[config.mk]
export PLATFORM = sky130hd
export DESIGN_NAME = mx_mem_pager
export DESIGN_NICKNAME = d
export VERILOG_FILES = /design/src/rtl/mx_mmu_pkg.sv /design/src/rtl/mx_bank_regs.sv /design/src/rtl/mx_mem_pager.sv
export SDC_FILE = /design/constraint.sdc
export NUM_CORES = 1
export LEC_CHECK = 0
export CORE_AREA = 2 2 88 90
export DETAILED_ROUTE_END_ITERATION = 7
export DIE_AREA = 0 0 90 92
export GPL_TIMING_DRIVEN = 1
export MAX_ROUTING_LAYER = met4
export PLACE_DENSITY = 0.64
export SYNTH_ARGS = -nofsm -noshare
export SYNTH_HDL_FRONTEND = slang
export SYNTH_SLANG_ARGS = --single-unit
[constraint.sdc]
create_clock -name clk_sys -period 2.5 [get_ports clk_sys]
set_input_delay 0.25 -clock clk_sys [delete_from_list [all_inputs] [get_ports clk_sys]]
set_output_delay 0.25 -clock clk_sys [all_outputs]
set_load 0.01 [all_outputs]
[src/rtl/mx_mmu_pkg.sv]
// Shared types and address constants for the MX memory pager.
package mx_mmu_pkg;

    typedef enum logic [1:0] {
        MODE_RAM  = 2'd0,
        MODE_DISK = 2'd1,
        MODE_ROM  = 2'd2
    } mode_t;

    // Legacy page port offsets (addr[1:0]); 2'b1x selects ROM.
    localparam logic [1:0] OFS_RAM  = 2'b00;
    localparam logic [1:0] OFS_DISK = 2'b01;

    localparam logic [15:0] DEF_PORT_BASE = 16'hFFFC;
    localparam logic [15:0] DEF_BANK_BASE = 16'hFFF4;
    localparam logic [15:0] DEF_SYS_BASE  = 16'hFFC0;

    // ROM overlay covers everything below this in MX ROM mode.
    localparam logic [15:0] ROM_TOP = 16'hC000;

endpackage

[src/rtl/mx_bank_regs.sv]
// Per-window bank/write-protect register file: one write port, a map lookup
// port driven by the CPU window and a readback port driven by the bank port.
module mx_bank_regs #(
    parameter int BANK_BITS = 6,
    parameter int NUM_WIN   = 4,
    parameter int IW        = $clog2(NUM_WIN)
) (
    input  logic                 clk_sys,
    input  logic                 reset_n,
    input  logic                 we,
    input  logic [IW-1:0]        widx,
    input  logic [BANK_BITS-1:0] wbank,
    input  logic                 wwp,
    input  logic [IW-1:0]        map_idx,
    output logic [BANK_BITS-1:0] map_bank,
    output logic                 map_wp,
    input  logic [IW-1:0]        rd_idx,
    output logic [BANK_BITS-1:0] rd_bank,
    output logic                 rd_wp
);

    logic [NUM_WIN-1:0][BANK_BITS-1:0] bank;
    logic [NUM_WIN-1:0]                wp;

    // Window registers; reset gives the identity map with no protection.
    always_ff @(posedge clk_sys or negedge reset_n) begin
        if (!reset_n) begin
            for (int w = 0; w < NUM_WIN; w++) begin
                bank[w] <= BANK_BITS'(w);
                wp[w]   <= 1'b0;
            end
        end else if (we) begin
            bank[widx] <= wbank;
            wp[widx]   <= wwp;
        end
    end

    assign map_bank = bank[map_idx];
    assign map_wp   = wp[map_idx];
    assign rd_bank  = bank[rd_idx];
    assign rd_wp    = wp[rd_idx];

endmodule

[src/rtl/mx_mem_pager.sv]
// MX memory pager: page/bank port decode, write-edge detect, mode/disk state
// and the combinational CPU-to-SDRAM address mux with write protection.
module mx_mem_pager
    import mx_mmu_pkg::*;
#(
    parameter int          BANK_BITS = 6,
    parameter int          DISK_BITS = 3,
    parameter int          NUM_WIN   = 4,
    parameter logic [15:0] PORT_BASE = DEF_PORT_BASE,
    parameter logic [15:0] BANK_BASE = DEF_BANK_BASE,
    parameter logic [15:0] SYS_BASE  = DEF_SYS_BASE
) (
    input  logic                    clk_sys,
    input  logic                    reset_n,
    input  logic                    mx,
    input  logic [15:0]             addr,
    input  logic [7:0]              din,
    input  logic                    wr_n,
    input  logic                    rd,
    output logic [BANK_BITS+13:0]   phys_addr,
    output logic                    rom_sel,
    output logic                    ram_we,
    output logic                    port_sel,
    output logic [7:0]              dout,
    output logic                    wp_fault
);

    localparam int PW = BANK_BITS + 14;
    localparam int DW = BANK_BITS - 2;   // disk page field above the 64KB offset

    if (DISK_BITS > BANK_BITS - 2 || (2 + (1 << DISK_BITS)) > (1 << (BANK_BITS - 2)))
    begin : g_bad_disk
        $error("mx_mem_pager: disk page does not fit in the physical address");
    end
    if (NUM_WIN != 4 || BANK_BITS > 7) begin : g_bad_win
        $error("mx_mem_pager: needs NUM_WIN == 4 and BANK_BITS <= 7");
    end

    mode_t                mode, mode_nxt;
    logic [DISK_BITS-1:0] disk, disk_nxt;
    logic                 wr_q;
    logic                 wr_evt;
    logic                 hit_port, hit_bank, is_sys, wp_hit;
    logic [BANK_BITS-1:0] map_bank, rd_bank;
    logic                 map_wp, rd_wp;
    logic                 din_unused;

    assign din_unused = &{1'b0, din};

    assign wr_evt   = wr_q & ~wr_n;
    assign hit_port = mx & (addr[15:2] == PORT_BASE[15:2]);
    assign hit_bank = mx & (addr[15:2] == BANK_BASE[15:2]);
    assign port_sel = hit_port | hit_bank;
    assign is_sys   = (addr >= SYS_BASE);

    mx_bank_regs #(.BANK_BITS(BANK_BITS), .NUM_WIN(NUM_WIN)) u_regs (
        .clk_sys  (clk_sys),
        .reset_n  (reset_n),
        .we       (wr_evt & hit_bank),
        .widx     (addr[1:0]),
        .wbank    (din[BANK_BITS-1:0]),
        .wwp      (din[7]),
        .map_idx  (addr[15:14]),
        .map_bank (map_bank),
        .map_wp   (map_wp),
        .rd_idx   (addr[1:0]),
        .rd_bank  (rd_bank),
        .rd_wp    (rd_wp)
    );

    // Mode/disk state, write-strobe history and the protect fault pulse.
    always_ff @(posedge clk_sys or negedge reset_n) begin
        if (!reset_n) begin
            mode     <= MODE_ROM;
            disk     <= '0;
            wr_q     <= 1'b1;
            wp_fault <= 1'b0;
        end else begin
            mode     <= mode_nxt;
            disk     <= disk_nxt;
            wr_q     <= wr_n;
            wp_fault <= wr_evt & wp_hit;
        end
    end

    // Next mode: legacy map auto-exits to RAM on any upper-half access;
    // the page port is only live in the MX map.
    always_comb begin
        mode_nxt = mode;
        disk_nxt = disk;
        if (!mx && addr[15]) begin
            mode_nxt = MODE_RAM;
        end else if (wr_evt && hit_port) begin
            case (addr[1:0])
                OFS_RAM:  mode_nxt = MODE_RAM;
                OFS_DISK: begin
                    mode_nxt = MODE_DISK;
                    disk_nxt = din[DISK_BITS-1:0];
                end
                default:  mode_nxt = MODE_ROM;
            endcase
        end
    end

    // Address mux; the system area above SYS_BASE is never paged.
    always_comb begin
        phys_addr = PW'(addr);
        rom_sel   = 1'b0;
        wp_hit    = 1'b0;
        if (!mx) begin
            rom_sel = (mode == MODE_ROM && addr[15:12] == 4'h0) || addr[15:12] == 4'hC;
        end else if (!is_sys) begin
            if (mode == MODE_ROM && addr < ROM_TOP) begin
                rom_sel = 1'b1;
            end else if (mode == MODE_DISK) begin
                phys_addr = {DW'(2) + DW'(disk), addr};
            end else begin
                phys_addr = {map_bank, addr[13:0]};
                wp_hit    = (mode == MODE_RAM) & map_wp;
            end
        end
    end

    assign ram_we = ~wr_n & ~rom_sel & ~port_sel & ~wp_hit;

    // Port readback; zero whenever the CPU is not reading a port.
    always_comb begin
        dout = 8'h00;
        if (rd && hit_bank)
            dout = {rd_wp, 7'(rd_bank)};
        else if (rd && hit_port)
            dout = {2'(mode), 3'b000, 3'(disk)};
    end

endmodule
# Word-level counts from Yosys, hierarchy flattened

Index checks and enable logic that the tools add are counted.

Add/sub/neg operators: 1
$mul: 0
Div/mod/pow operators: 0
$lt $le $gt $ge: 5
Equality and inequality tests: 6
Shifts and indexed selects: 0
Multiplexer cells: 30
Bitwise operators: 15
Reduce and logical (&&, ||, !) cells: 14

Operators by type and width:

| operator                                                    | number |
|---|---|
| two-way mux 20 bit                                          | 4 |
| equality test 14 bit (second input constant)                | 2 |
| binary-select mux 6 bit (select 2 bit)                      | 2 |
| bitwise mux 24 bit                                          | 1 |
| two-way mux 6 bit                                           | 3 |
| >= comparator 16 bit (second input constant)                | 1 |
| less-than comparator 16 bit (second input constant)         | 1 |
| two-way mux 8 bit                                           | 2 |
| demux 6 bit (select 2 bit)                                  | 1 |
| two-way mux 1 bit                                           | 10 |
| AND 1 bit                                                   | 9 |
| logical AND 1 bit                                           | 7 |
| less-than comparator 2 x 3 -> 1 bit (second input constant) | 2 |
| inverter 1 bit                                              | 5 |
| adder 2 x 3 -> 4 bit (first input constant)                 | 1 |
| binary-select mux 1 bit (select 2 bit)                      | 2 |
| bitwise mux 4 bit                                           | 1 |
| equality test 2 x 1 -> 1 bit (second input constant)        | 2 |
| equality test 4 bit (second input constant)                 | 1 |
| zero test 2 bit                                             | 2 |
| zero test 4 bit                                             | 1 |
| two-way mux 2 bit                                           | 2 |
| case mux 2 bit (2 select lines)                             | 1 |
| AND reduction 3 bit                                         | 1 |
| other kinds (7)                                             | 7 |

Flip-flop bits (word level): 35
Bits in latches: 0
RAM bits: 0
Memory bits (read-only): 0
Logic and storage cells: 80
Memories: 0

# Longest topological paths before layout

Depth after elaboration: 9
Depth in mapped cells: 5
Depth with buffers taken out: 4

# Hierarchy

From an unflattened synthesis, not the netlist that was laid out.

Cell total of the unflattened synthesis: 180
Area total of the unflattened synthesis: 2249.7 um^2

Modules (own cells, without submodules):

| module       | times used | cells an instance | area each (um^2) | seq. area each (um^2) |
|---|---|---|---|---|
| mx_bank_regs | 1          | 78                | 1405.1           | 705.7 |
| mx_mem_pager | 1          | 102               | 844.6            | 177.7 |

# Least setup slack after synthesis

OpenSTA, ideal clock, no wires.

Path type: input-to-output
Start point: input addr[12]
End point: output dout[3]
Arrival time: 1.649 ns
Data required time: 2.250 ns
Setup slack: 0.601 ns
Stages: 4
Cell sequence: nand4_2 -> nor4_1 -> nand2_1 -> nor3b_1

Word-level cells in the longest chain between the ends: 4

RTL lines:

| what                 | RTL line            | source |
|---|---|---|
| start, declared      | mx_mem_pager.sv:16  | `input logic [15:0] addr,` |
| equality test 14 bit | mx_mem_pager.sv:52  | `assign hit_bank = mx & (addr[15:2] == BANK_BASE[15:2]);` |
| AND 1 bit            | mx_mem_pager.sv:52  |  |
| logical AND 1 bit    | mx_mem_pager.sv:129 | `if (rd && hit_bank)` |
| two-way mux 8 bit    | mx_mem_pager.sv:129 |  |
| end, declared        | mx_mem_pager.sv:24  | `output logic [7:0] dout,` |

Every way passes these cells.

# Worst setup path after layout

Start point: input addr[11]
End point: output dout[5]

Same word-level chain as after synthesis.

==> flow_summary.json <==
{
  "coreArea_mm2": 0.00745,
  "max_slew_margin_pct": 70.5,
  "clk_latency_ns": 0.28,
  "wl_per_cell_um": 16.2,
  "drive_gt1_share_pct": 40.6,
  "synth_edf_count": 0,
  "dieArea_mm2": 0.00828,
  "tightest_slew_ns": 0.443,
  "netlist_area_mm2": 0.00216,
  "fill_cells": 734,
  "finalWorstSetupSlack_ns": 0.0993,
  "route.detailed.drc": 0,
  "synthFlopType": "dfrtp_1",
  "yosys_warnings": 0,
  "synth_common_cells": "mux2_2 (33), dfrtp_1 (29), buf_4 (14)",
  "finalNonFillerCells": 353,
  "reg2reg_depth": 5,
  "r2r-end": "u_regs.bank[5]$_DFFE_PN0P_",
  "hpwl_mm": 4.38,
  "yosysTopAreaCell": "dfrtp_1",
  "wl_mm": 5.73,
  "final_nets": 280,
  "avgSynthCellArea_um2": 12.5,
  "cts_tree": "built",
  "grt_max_degree": 36,
  "leakage_nw": 1.43,
  "final_cell_area_mm2": 0.00314,
  "min_period_ns": 2.40,
  "cp_max_fo": 4,
  "die_w_um": 90,
  "whs_ns": 0.381,
  "port_buffers": 59,
  "grt_pass1_wl_mm": 9.32,
  "placed_area_mm2": 0.00301,
  "htreeDepth": 2,
  "cts.sinks": 35,
  "postRouteAntennaNets": 0,
  "antenna_found_initial": 0,
  "rows": 32,
  "crit_path_end_kind": "output pin",
  "start_kind": "input pin",
  "fp.dieH_um": 92,
  "place_inst": 344,
  "numCtsBuffers": 5,
  "cts_root_buf": "clkbuf_8",
  "async_flop_share_pct": 100,
  "max_cap_violations": 0,
  "rr_startpoint": "wr_q$_DFF_PN1_",
  "cts_hold_buf": 0,
  "routabilityCongestion": 0.845,
  "cp.arrival_ns": 2.15,
  "syn_nets": 203,
  "drt_pass1_iterations": 4,
  "path_class": "input pin to output pin",
  "pwr_density_cell_mw_per_mm2": 371,
  "final.period_utilization_pct": 96.0,
  "report.final.slew_viol_count": 0,
  "fmax_ghz": 0.417,
  "synth_top_area_share_pct": 33.6,
  "grt_usage_pct": 14.8,
  "vias": 1688,
  "ys_types": 35,
  "finalClockSkew_ns": 0.00658,
  "reg2reg_setup_slack_ns": 0.68,
  "post-place-ws_ns": -0.163,
  "timing_hold_violations_final": 0,
  "vdd_ir_drop_max_mv": 0.253,
  "diodes": 0,
  "syn_inst": 173,
  "first_global_vias": 1792,
  "io_pins": 61,
  "cp_data_required_time_ns": 2.25,
  "outcome": "complete, no violations",
  "setup_viol": 0,
  "synth.top_cells.by_area": "dfrtp_1 (34%), mux2_2 (17%), mux4_2 (13%)",
  "synth-seq-cells": 35,
  "clkTransAtPathRegs_ns": 0.07,
  "area_growth_pct": 45.6,
  "routed_via_density": 4.78,
  "ys_seq_area_share_pct": 40.9,
  "globalRoute.totalOverflow": 0,
  "clockBufferDepth": 2,
  "holdCritPathClass": "input pin to async pin",
  "drtIter0Drc": 92,
  "initial_utilization_pct": 29.0,
  "synth.most_common_cell": "mux2_2"
}
## what timing repair did
action | in CTS | in global routing
resized for setup | 17 | 4
setup endpoints to repair | 15 | 4
pin swaps | 0 | 2
setup buffers | 0 | 1
## worst max path at each step
stage | start | endpoint | slack, ns
after global routing | addr[11] | dout[5] | -0.03
final | addr[11] | dout[5] | 0.1
after CTS | addr[11] | dout[5] | -0.02
after detailed placement | addr[11] | dout[2] | -0.16
after global placement | addr[11] | dout[3] | -0.16
after floorplan | addr[12] | dout[3] | 0.60
## report_power, final
part	switching, mW	internal (mW)
clock network	0.195	0.222
logic	0.0812	0.0987
registers	0.000461	0.568
## per-layer routing
metal	up-vias	track usage (%)	wire length, um	part of all wire (%)
li1	804	-	-	-
met1	819	19.1	2660	46
met2	58	23.3	2690	47
met3	7	4.03	323	5.6
met4	0	3.97	55	0.96
met5	-	-	0	0
## per-stage QoR
stage / util [%] / total power [mW] / TNS (ns)
global route: 42.2 / 1.22 / -0.0490
floorplan: - / 0.643 / 0
CTS: 41.8 / 1.18 / -0.0181
finish: 42.2 / 1.17 / 0
detailed placement: 40.4 / 0.760 / -1.56
global placement: 40.4 / 0.758 / -1.53
## critical path, stage by stage
cell	delay, ns
clkdlybuf4s50_1	0.52
nand4_2	0.16
nor4_4	0.31
nand2_2	0.15
nor3b_2	0.20
clkdlybuf4s50_1	0.56
## logic make-up after synthesis
family / Yosys count / synth area share [%]
multiplexers: 54 / 33.9
AND/OR/NAND/NOR: 49 / 14.4
flip-flops: 35 / 40.9
buffers and inverters: 23 / 6.66
AO/OA/AOI/OAI: 11 / 3.53
adder cells (fa/ha/maj): 1 / 0.579
## cells in the final DEF, fill, tap and decap left out, types with 3 or more instances in the layout
cell,n
clkdlybuf4s50_1,46
nand2_1,4
mux2_2,33
clkbuf_8,6
nand3b_1,3
buf_12,3
dfrtp_1,29
nand2b_1,3
buf_4,29
o31ai_1,4
a21oi_1,4
mux2i_1,9
nor2_1,11
mux4_2,12
nor3b_2,3
nor3_1,3
dlygate4sd2_1,12
dfstp_2,6
nor4_1,4
## registers in the layout, summed over array words and instances (netlist names)
| name | flops |
|---|---|
| u_regs.bank | 24 |
| disk | 3 |
| wp_fault | 1 |
| u_regs.wp | 4 |
| mode | 2 |
| wr_q | 1 |
## area by class of cell
cell class	instances	area, um^2	share of cell area, %
tap	102	128	4.06
clock buffer	7	86.3	2.75
clock inverter	1	5.00	0.159
timing repair buffer	91	856	27.2
inverter	2	7.51	0.239
multi-input combinational	115	1180	37.5
sequential	35	883	28.1
Note: power is estimated with default switching activity, not from simulation.
